==> src/rtl/dma_pkg.sv <==
// Shared constants and state encoding for the word-copy DMA master.
package dma_pkg;

  // Default bus and counter widths.
  localparam int unsigned ADDR_W = 8;
  localparam int unsigned DATA_W = 32;
  localparam int unsigned LEN_W  = 8;

  // Raw 3-bit state codes.
  localparam logic [2:0] IDLE    = 3'd0;
  localparam logic [2:0] REQ     = 3'd1;
  localparam logic [2:0] READ    = 3'd2;
  localparam logic [2:0] CAPTURE = 3'd3;
  localparam logic [2:0] WRITE   = 3'd4;
  localparam logic [2:0] DONE    = 3'd5;

  typedef enum logic [2:0] {
    StIdle    = IDLE,
    StReq     = REQ,
    StRead    = READ,
    StCapture = CAPTURE,
    StWrite   = WRITE,
    StDone    = DONE
  } state_e;

endpackage

==> src/rtl/dma_master.sv <==
// Bus master copying a block of words: read src, capture data, write dst, repeat.
// All outputs are decoded from registered state, never from inputs.
module dma_master
  import dma_pkg::*;
#(
  parameter int unsigned ADDR_W = dma_pkg::ADDR_W,
  parameter int unsigned DATA_W = dma_pkg::DATA_W,
  parameter int unsigned LEN_W  = dma_pkg::LEN_W
) (
  input  logic              clk,
  input  logic              reset,
  input  logic              start,
  input  logic [ADDR_W-1:0] src_addr,
  input  logic [ADDR_W-1:0] dst_addr,
  input  logic [LEN_W-1:0]  length,
  input  logic              M_grant,
  input  logic [DATA_W-1:0] M_din,
  output logic              M_req,
  output logic              M_wr,
  output logic [ADDR_W-1:0] M_address,
  output logic [DATA_W-1:0] M_dout,
  output logic              busy,
  output logic              done
);

  state_e            state_q, state_d;
  logic [ADDR_W-1:0] src_q, src_d;
  logic [ADDR_W-1:0] dst_q, dst_d;
  logic [LEN_W-1:0]  cnt_q, cnt_d;
  logic [DATA_W-1:0] data_q, data_d;

  // Next-state: sequence one word at a time; any grant loss abandons the word.
  always_comb begin
    state_d = state_q;
    src_d   = src_q;
    dst_d   = dst_q;
    cnt_d   = cnt_q;
    data_d  = data_q;
    unique case (state_q)
      StIdle: begin
        if (start) begin
          if (length != '0) begin
            src_d   = src_addr;
            dst_d   = dst_addr;
            cnt_d   = length;
            state_d = StReq;
          end else begin
            // Zero-length request completes without touching the bus.
            state_d = StDone;
          end
        end
      end
      StReq: begin
        if (M_grant) state_d = StRead;
      end
      StRead: begin
        state_d = M_grant ? StCapture : StReq;
      end
      StCapture: begin
        if (M_grant) begin
          data_d  = M_din;
          state_d = StWrite;
        end else begin
          state_d = StReq;
        end
      end
      StWrite: begin
        if (M_grant) begin
          // Word committed: advance pointers (natural wrap) and count.
          src_d   = src_q + ADDR_W'(1);
          dst_d   = dst_q + ADDR_W'(1);
          cnt_d   = cnt_q - LEN_W'(1);
          state_d = (cnt_q == LEN_W'(1)) ? StDone : StRead;
        end else begin
          state_d = StReq;
        end
      end
      StDone: begin
        state_d = StIdle;
      end
      default: begin
        state_d = StIdle;
      end
    endcase
  end

  // State and datapath registers, cleared asynchronously.
  always_ff @(posedge clk or posedge reset) begin
    if (reset) begin
      state_q <= StIdle;
      src_q   <= '0;
      dst_q   <= '0;
      cnt_q   <= '0;
      data_q  <= '0;
    end else begin
      state_q <= state_d;
      src_q   <= src_d;
      dst_q   <= dst_d;
      cnt_q   <= cnt_d;
      data_q  <= data_d;
    end
  end

  // Output decode from state and registers only.
  always_comb begin
    M_req     = 1'b0;
    M_wr      = 1'b0;
    M_address = '0;
    M_dout    = '0;
    busy      = 1'b0;
    done      = 1'b0;
    unique case (state_q)
      StReq: begin
        M_req = 1'b1;
        busy  = 1'b1;
      end
      StRead, StCapture: begin
        M_req     = 1'b1;
        busy      = 1'b1;
        M_address = src_q;
      end
      StWrite: begin
        M_req     = 1'b1;
        busy      = 1'b1;
        M_wr      = 1'b1;
        M_address = dst_q;
        M_dout    = data_q;
      end
      StDone: begin
        done = 1'b1;
      end
      default: begin
        M_req = 1'b0;
      end
    endcase
  end

endmodule

==> config.mk <==
export PLATFORM = sky130hd
export DESIGN_NAME = dma_master
export DESIGN_NICKNAME = d
export VERILOG_FILES = /design/src/rtl/dma_pkg.sv /design/src/rtl/dma_master.sv
export SDC_FILE = /design/constraint.sdc
export NUM_CORES = 1
export LEC_CHECK = 0
export CORE_MARGIN = 5
export CORE_UTILIZATION = 32
export CTS_CLUSTER_DIAMETER = 80
export DETAILED_ROUTE_END_ITERATION = 16
export PLACE_DENSITY = 0.65
export SLEW_MARGIN = 20
export SYNTH_ARGS = -nofsm -noshare
export SYNTH_HDL_FRONTEND = slang
export SYNTH_SLANG_ARGS = --single-unit
==> constraint.sdc <==
create_clock -name clk -period 3 [get_ports clk]
set_input_delay 0.3 -clock clk [delete_from_list [all_inputs] [get_ports clk]]
set_output_delay 0.3 -clock clk [all_outputs]
set_load 0.05 [all_outputs]
After elaboration in Yosys (flattened, before gate mapping). Cells that the tools add are included.

Reductions and logical operators: 8. Equal/unequal tests: 10. Add/sub/neg operators: 3. Muxes and demuxes: 25.

Operators by type and width (number): 8-bit two-way mux (9); 8-bit case mux with 2 select lines (4); 32-bit two-way mux (1); 3-bit two-way mux (6); 8-bit by 1-bit adder with 8-bit output, second input constant (2); 3-bit case mux with 5 select lines (1); 8-bit by 1-bit == test with 1-bit output, second input constant (1); 2-bit != test, second input constant (4); 8-bit nonzero test (1); 8-bit by 1-bit subtractor with 8-bit output, second input constant (1); 3-bit by 2-bit == test with 1-bit output, second input constant (2); 3-bit == test, second input constant (2); 2-bit AND reduction (2); 4-bit AND reduction (1); 4-bit OR reduction (1); 3-bit by 1-bit == test with 1-bit output, second input constant (1); 3-bit logical NOT (1); 1-bit two-way mux (3); 2-bit two-way mux (1); 2-bit nonzero test (1); 2-bit OR reduction (1).

Output and inout bits: 44. Bits of input ports: 60. Flip-flop bits (word level): 59. Logic and storage cells: 51.

Depth between registers and ports, before layout. Gate-level depths: netlist (run 1).

Depth in word-level cells: 4. Gate-level depth with buffers: 7.

Least setup slack after synthesis (run 1). OpenSTA, ideal clock, no wires.

Path type: register to output. Start point: register state_q[1]. End point: output M_dout[22]. Cell stages (with the launch flop): 6. Required time: 2.700 ns. Path slack: 0.653 ns. Arrival time: 2.047 ns. Buffers on the path: 2. Path through: dfrtp_1 > buf_6 > or3b_4 > inv_2 > clkbuf_1 > and2_1.

Longest elaborated chain between the ends: 2.

Ends and longest elaborated chain: start, declared (line dma_master.sv:26) `state_e state_q, state_d;`; start signal, assigned (line dma_master.sv:90) `state_q <= StIdle;`; start signal, assigned (line dma_master.sv:96) `state_q <= state_d;`; 3-bit == test (line dma_master.sv:112) `unique case (state_q)`; 32-bit two-way mux (line dma_master.sv:112); end, declared (line dma_master.sv:21) `output logic [DATA_W-1:0] M_dout,`.

Every way passes these cells.

Worst setup path after layout (run 1).
Start point: register state_q[2]. End point: output M_address[3].

Longest elaborated chain between the ends: 3.

Ends and longest elaborated chain: 3-bit by 2-bit == test with 1-bit output (line dma_master.sv:112); 2-bit OR reduction; 8-bit case mux with 2 select lines (*) (line dma_master.sv:112); end, declared (line dma_master.sv:20) `output logic [ADDR_W-1:0] M_address,`.

Every way passes the cells marked *; elsewhere a longest branch is shown, timed or not.

==> results.sh, run 1 <==
export IMPL_status="completed"
export IMPL_clkTransAtPathRegs_ns=0.07
export IMPL_crit_type="register to primary output"
export IMPL_clk_path_buf_depth=2
export IMPL_num_vias=2719
export IMPL_htree_levels=3
export IMPL_die_x_um=110
export IMPL_crit_arrival_ns=2.35
export IMPL_area_growth_pct=52.7
export IMPL_drt_total_wl_mm=9.12
export IMPL_clk_latency_ns=0.34
export IMPL_rsz0062_at_grt="false"
export IMPL_hold_viol=0
export IMPL_core_sq_um=9770
export IMPL_slowest_stage="dfrtp_1"
export IMPL_path_common_cell="buf_12"
export IMPL_fin_skew_ns=0.0103
export IMPL_synthXorXnorAreaFrac_pct=0.273
export IMPL_fin_total_pwr_w=0.00401
export IMPL_fmax_ghz=0.377
export IMPL_cts_resized=0
export IMPL_slowest_delay_ns=0.59
export IMPL_ys_ff_latch=59
export IMPL_cts_setup_buffers=0
export IMPL_final_cell_mix="clkdlybuf4s50_1, dfrtp_1, buf_12"
export IMPL_yosys_area_share_simple_pct=20.3
export IMPL_hold_buffers=0
export IMPL_critPathMaxFanout=57
export IMPL_drc_errors=0
export IMPL_ioPinCount=104
export IMPL_period_minus_slack_ns=2.65
export IMPL_finalSetupTns_ns=0
export IMPL_final_cells=536
export IMPL_synth_edf_count=0
export IMPL_start_kind="register"
export IMPL_worst_pin_slew_ns=0.560
export IMPL_antenna_found_initial=0
export IMPL_seq_area_frac_synth_pct=46.0
export IMPL_drv_cap=0
export IMPL_synth_cells=301
export IMPL_syn_area_per_cell_sq_um=10.7
export IMPL_synth_nets=365
export IMPL_cts_buffers=9
export IMPL_endpoint_kind="primary output"
export IMPL_min_path_type="input port to asynchronous set/reset pin"
export IMPL_hpwl_mm=6.59
export IMPL_wire_per_inst_um=17.0
export IMPL_nNetsFinal=463
export IMPL_power_density_nw_per_um2=818
export IMPL_antenna_cells=0
export IMPL_cts_root_buf="clkbuf_8"
export IMPL_slew_violations=0
export IMPL_ys_types=55
export IMPL_cp_required_ns=2.70
export IMPL_leakage_nw=1.96
export IMPL_grt_usage_pct=15.5
export IMPL_final_antenna_net_count=0
export IMPL_peakVddDrop_mv=0.418
export IMPL_synth_top_family_by_area="simple AND/OR/NAND/NOR gates"
export IMPL_fin_crit_sh_pct=88.4
export IMPL_synth_compound_area_share_pct=15.4
export IMPL_viasPerCell=5.07
export IMPL_setup_viol=0
export IMPL_synthFlopType="dfrtp_1"
export IMPL_cts_sinks=59
export IMPL_slew_headroom_pct=62.3
export IMPL_final_common_cell="clkdlybuf4s50_1"
export IMPL_grt_pass1_wl_mm=14.3
export IMPL_grt_overflow=0
export IMPL_synth_fa_ha_area_share_pct=1.56
export IMPL_io_buffer_count=103
export IMPL_synthArstFlopShare_pct=100
export IMPL_rows=36
export IMPL_grt_pass1_vias=2753
export IMPL_die_area_sq_um=12100
export IMPL_start_util_pct=32.8
export IMPL_cp_cell_sequence="or3b_4, inv_2, buf_12, a22o_1, buf_12"
export IMPL_synth_mux_area_share_pct=11.6
export IMPL_drtPass1Iterations=5
export IMPL_place_congestion=0.891
export IMPL_die_height_um=110
export IMPL_syn_area_sq_um=3210
export IMPL_grt_max_degree=58
export IMPL_whs_ns=0.325
export IMPL_tritoncts="built"
export IMPL_drive_gt1_share_pct=23.3
export IMPL_dp_cells=521
export IMPL_yosysWarnings=0
export IMPL_drt_initial_drc_count=176
## power breakdown
group | switching (W) | total (W) | leakage [nW] | internal, W
clock network | 0.000314 | 0.000632 | 0.0795 | 0.000317
registers | 0.000336 | 0.00153 | 0.693 | 0.00119
logic | 0.000948 | 0.00185 | 1.18 | 0.000904
total | 0.00160 | 0.00401 | 1.96 | 0.00241
## sequential cells by signal, summed over array words and instances, names as in the netlist
signal   count
cnt_q        8
data_q      32
dst_q        8
src_q        8
state_q      3
## layer usage
layer  part of all wire [%]  global-route usage, %  up-vias
li1                       -                      -     1294
met1                     42                   20.2     1313
met2                     50                   24.8      103
met3                    6.5                   3.90        9
met4                    1.5                   5.72        0
met5                      0                      0        -
## path summary, 6_finish.rpt
check	cells past startpoint	slack [ns]	to	from
worst min-delay path	2	0.32	data_q[7]	reset
min in group clk	1	0.48	data_q[10]	data_q[10]
worst max register to register	6	0.84	cnt_q[5]	state_q[2]
worst max-delay path	5	0.35	M_address[3]	state_q[2]
worst min register to register	1	0.48	data_q[10]	data_q[10]
max in group asynchronous	3	2.07	dst_q[2]	reset
## kinds of logic (layout without fill, tap and decap cells)
group           after synthesis  in the layout
simple gates                107            107
mux                          33             33
compound gates               71             71
buf+inv                      26            128
flops                        59             59
xor+xnor                      1              1
fa+ha+maj                     4              4
## critical path: cells and delay by family (launching register included)
kind / cells / cell delay (ns)
AOI/OAI and AO/OA: 1 / 0.25
buffers and inverters: 3 / 0.63
DFF: 1 / 0.59
and+or+nand+nor: 1 / 0.53
## Yosys cell counts, drive strengths merged (4+ instances only)
cell / number / area (sq um)
mux2: 33 / 372
a22o: 7 / 61.3
o211ai: 4 / 30.0
a31oi: 5 / 31.3
a211oi: 5 / 37.5
a21oi: 16 / 80.1
nor3: 9 / 50.1
ha: 4 / 50.1
nor2: 11 / 41.3
and2: 33 / 206
nand3: 14 / 70.1
nor4: 4 / 61.3
nand2: 19 / 73.8
dfrtp: 59 / 1480
buf: 18 / 126
inv: 5 / 18.8
o22ai: 4 / 25.0
o21ai: 13 / 65.1
## metrics by stage
step	worst slack (ns)	cell area (sq um)	util [%]
2_1_floorplan	0.653	3210	-
3_3_place_gp	0.743	4740	48.5
3_5_place_dp	0.704	4740	48.5
4_1_cts	0.341	4900	50.2
5_1_grt	0.221	4900	50.2
6_report	0.349	4900	50.2
## layout make-up
type,instances,area (sq um)
Clock buffer,13,149
Timing Repair Buffer,108,1500
Inverter,5,18.8
Sequential cell,59,1480
Tap cell,133,166
Fill cell,892,4870
Clock inverter,2,12.5
Multi-Input combinational cell,216,1580
Note: power is estimated with default switching activity, not from simulation.
==> run 2: changes to the inputs <==
Settings changed: ABC_CLOCK_PERIOD_IN_PS from default to 3000, RECOVER_POWER from default to 25.
==> run 2 against run 1 <==
Cell area is 0.31% lower. Sequential power hardly changed. Largest power group unchanged. Critical path type unchanged. Wire length is 0.34% lower.
==> results.sh, run 2 (synthesis gave the netlist of run 1 again) <==
export IMPL_start_util_pct=32.8
export IMPL_nNetsFinal=463
export IMPL_slowest_delay_ns=0.58
export IMPL_wire_per_inst_um=16.9
export IMPL_fin_crit_sh_pct=88.4
export IMPL_cts_buffers=9
export IMPL_cts_setup_buffers=0
export IMPL_min_path_type="register to register"
export IMPL_die_x_um=110
export IMPL_drc_errors=0
export IMPL_hold_buffers=0
export IMPL_whs_path_depth=1
export IMPL_cp_cell_sequence="or3b_4, inv_2, buf_12, a22o_1, buf_12"
export IMPL_hpwl_mm=6.59
export IMPL_p_comb_share_pct=46.2
export IMPL_grt_max_degree=58
export IMPL_antenna_cells=0
export IMPL_whs_ns=0.482
export IMPL_finalSetupTns_ns=0
export IMPL_worst_pin_slew_ns=0.957
export IMPL_endpoint_kind="primary output"
export IMPL_drtPass1Iterations=4
export IMPL_drt_total_wl_mm=9.08
export IMPL_largest_reg_flops=32
export IMPL_grt_usage_pct=15.5
export IMPL_hold_viol=0
export IMPL_core_sq_um=9770
export IMPL_p_int_w=0.00241
export IMPL_status="completed"
export IMPL_switching_share_pct=39.9
export IMPL_crit_arrival_ns=2.35
export IMPL_rsz0062_at_grt="false"
export IMPL_setup_viol=0
export IMPL_area_growth_pct=52.2
export IMPL_num_vias=2742
export IMPL_leakage_nw=1.95
export IMPL_slowest_stage="dfrtp_1"
export IMPL_drt_initial_drc_count=195
export IMPL_final_common_cell="clkdlybuf4s50_1"
export IMPL_drv_cap=0
export IMPL_peakVddDrop_mv=0.418
export IMPL_grt_overflow=0
export IMPL_clk_latency_ns=0.34
export IMPL_drive_gt1_share_pct=23.1
export IMPL_slew_violations=0
export IMPL_clkTransAtPathRegs_ns=0.07
export IMPL_place_congestion=0.891
export IMPL_clock_power_share_pct=15.7
export IMPL_io_buffer_count=103
export IMPL_start_kind="register"
export IMPL_cp_required_ns=2.70
export IMPL_clk_path_buf_depth=2
export IMPL_cts_resized=0
export IMPL_power_density_nw_per_um2=820
export IMPL_viasPerCell=5.12
export IMPL_slew_headroom_pct=36.1
export IMPL_register_area_sq_um=1480
export IMPL_sequentialPowerShare_pct=38.1
export IMPL_rows=36
export IMPL_multiInputGateArea_sq_um=1580
export IMPL_nFillCells=893
export IMPL_fmax_ghz=0.377
export IMPL_crit_type="register to primary output"
export IMPL_grt_pass1_vias=2753
export IMPL_ioPinCount=104
export IMPL_period_minus_slack_ns=2.65
export IMPL_fin_skew_ns=0.00824
export IMPL_die_height_um=110
export IMPL_cts_sinks=59
export IMPL_top_register="data_q"
export IMPL_path_common_cell="buf_12"
export IMPL_htree_levels=3
export IMPL_die_area_sq_um=12100
export IMPL_final_antenna_net_count=0
export IMPL_switchingPower_w=0.00160
export IMPL_rr_worst_depth=6
export IMPL_final_cell_mix="clkdlybuf4s50_1, dfrtp_1, buf_12"
export IMPL_antenna_found_initial=0
export IMPL_cts_root_buf="clkbuf_8"
export IMPL_tritoncts="built"
export IMPL_critPathMaxFanout=57
export IMPL_grt_pass1_wl_mm=14.3
run 2: cell count changes in the layout (fill, tap and decap cells not counted):
| cell | previous run | this run |
|---|---|---|
| clkbuf_2 | 0 | 1 |
| dlygate4sd3_1 | 0 | 1 |
| clkdlybuf4s50_1 | 62 | 61 |
| inv_2 | 2 | 1 |
| buf_12 | 43 | 42 |
| inv_1 | 3 | 4 |
run 2: per-stage QoR:
step / power, W / setup slack [ns] / std cells / cell area, sq um / util, %
2_1_floorplan: 0.00270 / 0.653 / 301 / 3210 / -
3_3_place_gp: 0.00334 / 0.743 / 521 / 4740 / 48.5
3_5_place_dp: 0.00340 / 0.704 / 521 / 4740 / 48.5
4_1_cts: 0.00404 / 0.341 / 536 / 4900 / 50.2
5_1_grt: 0.00428 / 0.221 / 536 / 4890 / 50.0
6_report: 0.00401 / 0.349 / 536 / 4890 / 50.0
run 2: power groups by stage:
stage	Combinational (W)	Sequential, W	Clock, W
after floorplan	0.00130	0.00141	0
after global placement	0.00183	0.00151	0
after detailed placement	0.00186	0.00153	0
after CTS	0.00187	0.00152	0.000657
after global routing	0.00200	0.00159	0.000696
final	0.00185	0.00153	0.000630
run 2: routing by layer:
metal | GRT usage [%] | routed length, um | up-vias
met5 | 0 | 0 | -
met4 | 5.72 | 141 | 0
met3 | 3.90 | 530 | 9
met2 | 24.8 | 4560 | 102
met1 | 20.2 | 3850 | 1336
li1 | - | - | 1295
run 2: critical path: cells and delay by family (launching register included):
family | cells | cell delay [ns]
flip-flops | 1 | 0.58
AND/OR/NAND/NOR | 1 | 0.52
buffers and inverters | 3 | 0.63
AO/OA/AOI/OAI | 1 | 0.25
run 2: path summary, 6_finish.rpt:
| check | startpoint | to | slack [ns] |
|---|---|---|---|
| max reg2reg | state_q[2] | cnt_q[5] | 0.85 |
| min reg2reg | data_q[10] | data_q[10] | 0.48 |
| max | state_q[2] | M_address[3] | 0.35 |
| max in group asynchronous | reset | cnt_q[6] | 0.95 |
| min in group asynchronous | reset | data_q[7] | 0.61 |
| min | data_q[10] | data_q[10] | 0.48 |
run 2: layout make-up:
class / instances / area share [%]
multi-input combinational: 216 / 32.2
timing repair buffer: 108 / 30.5
sequential: 59 / 30.2
tap: 133 / 3.41
clock buffer: 13 / 3.05
inverter: 5 / 0.384
clock inverter: 2 / 0.256
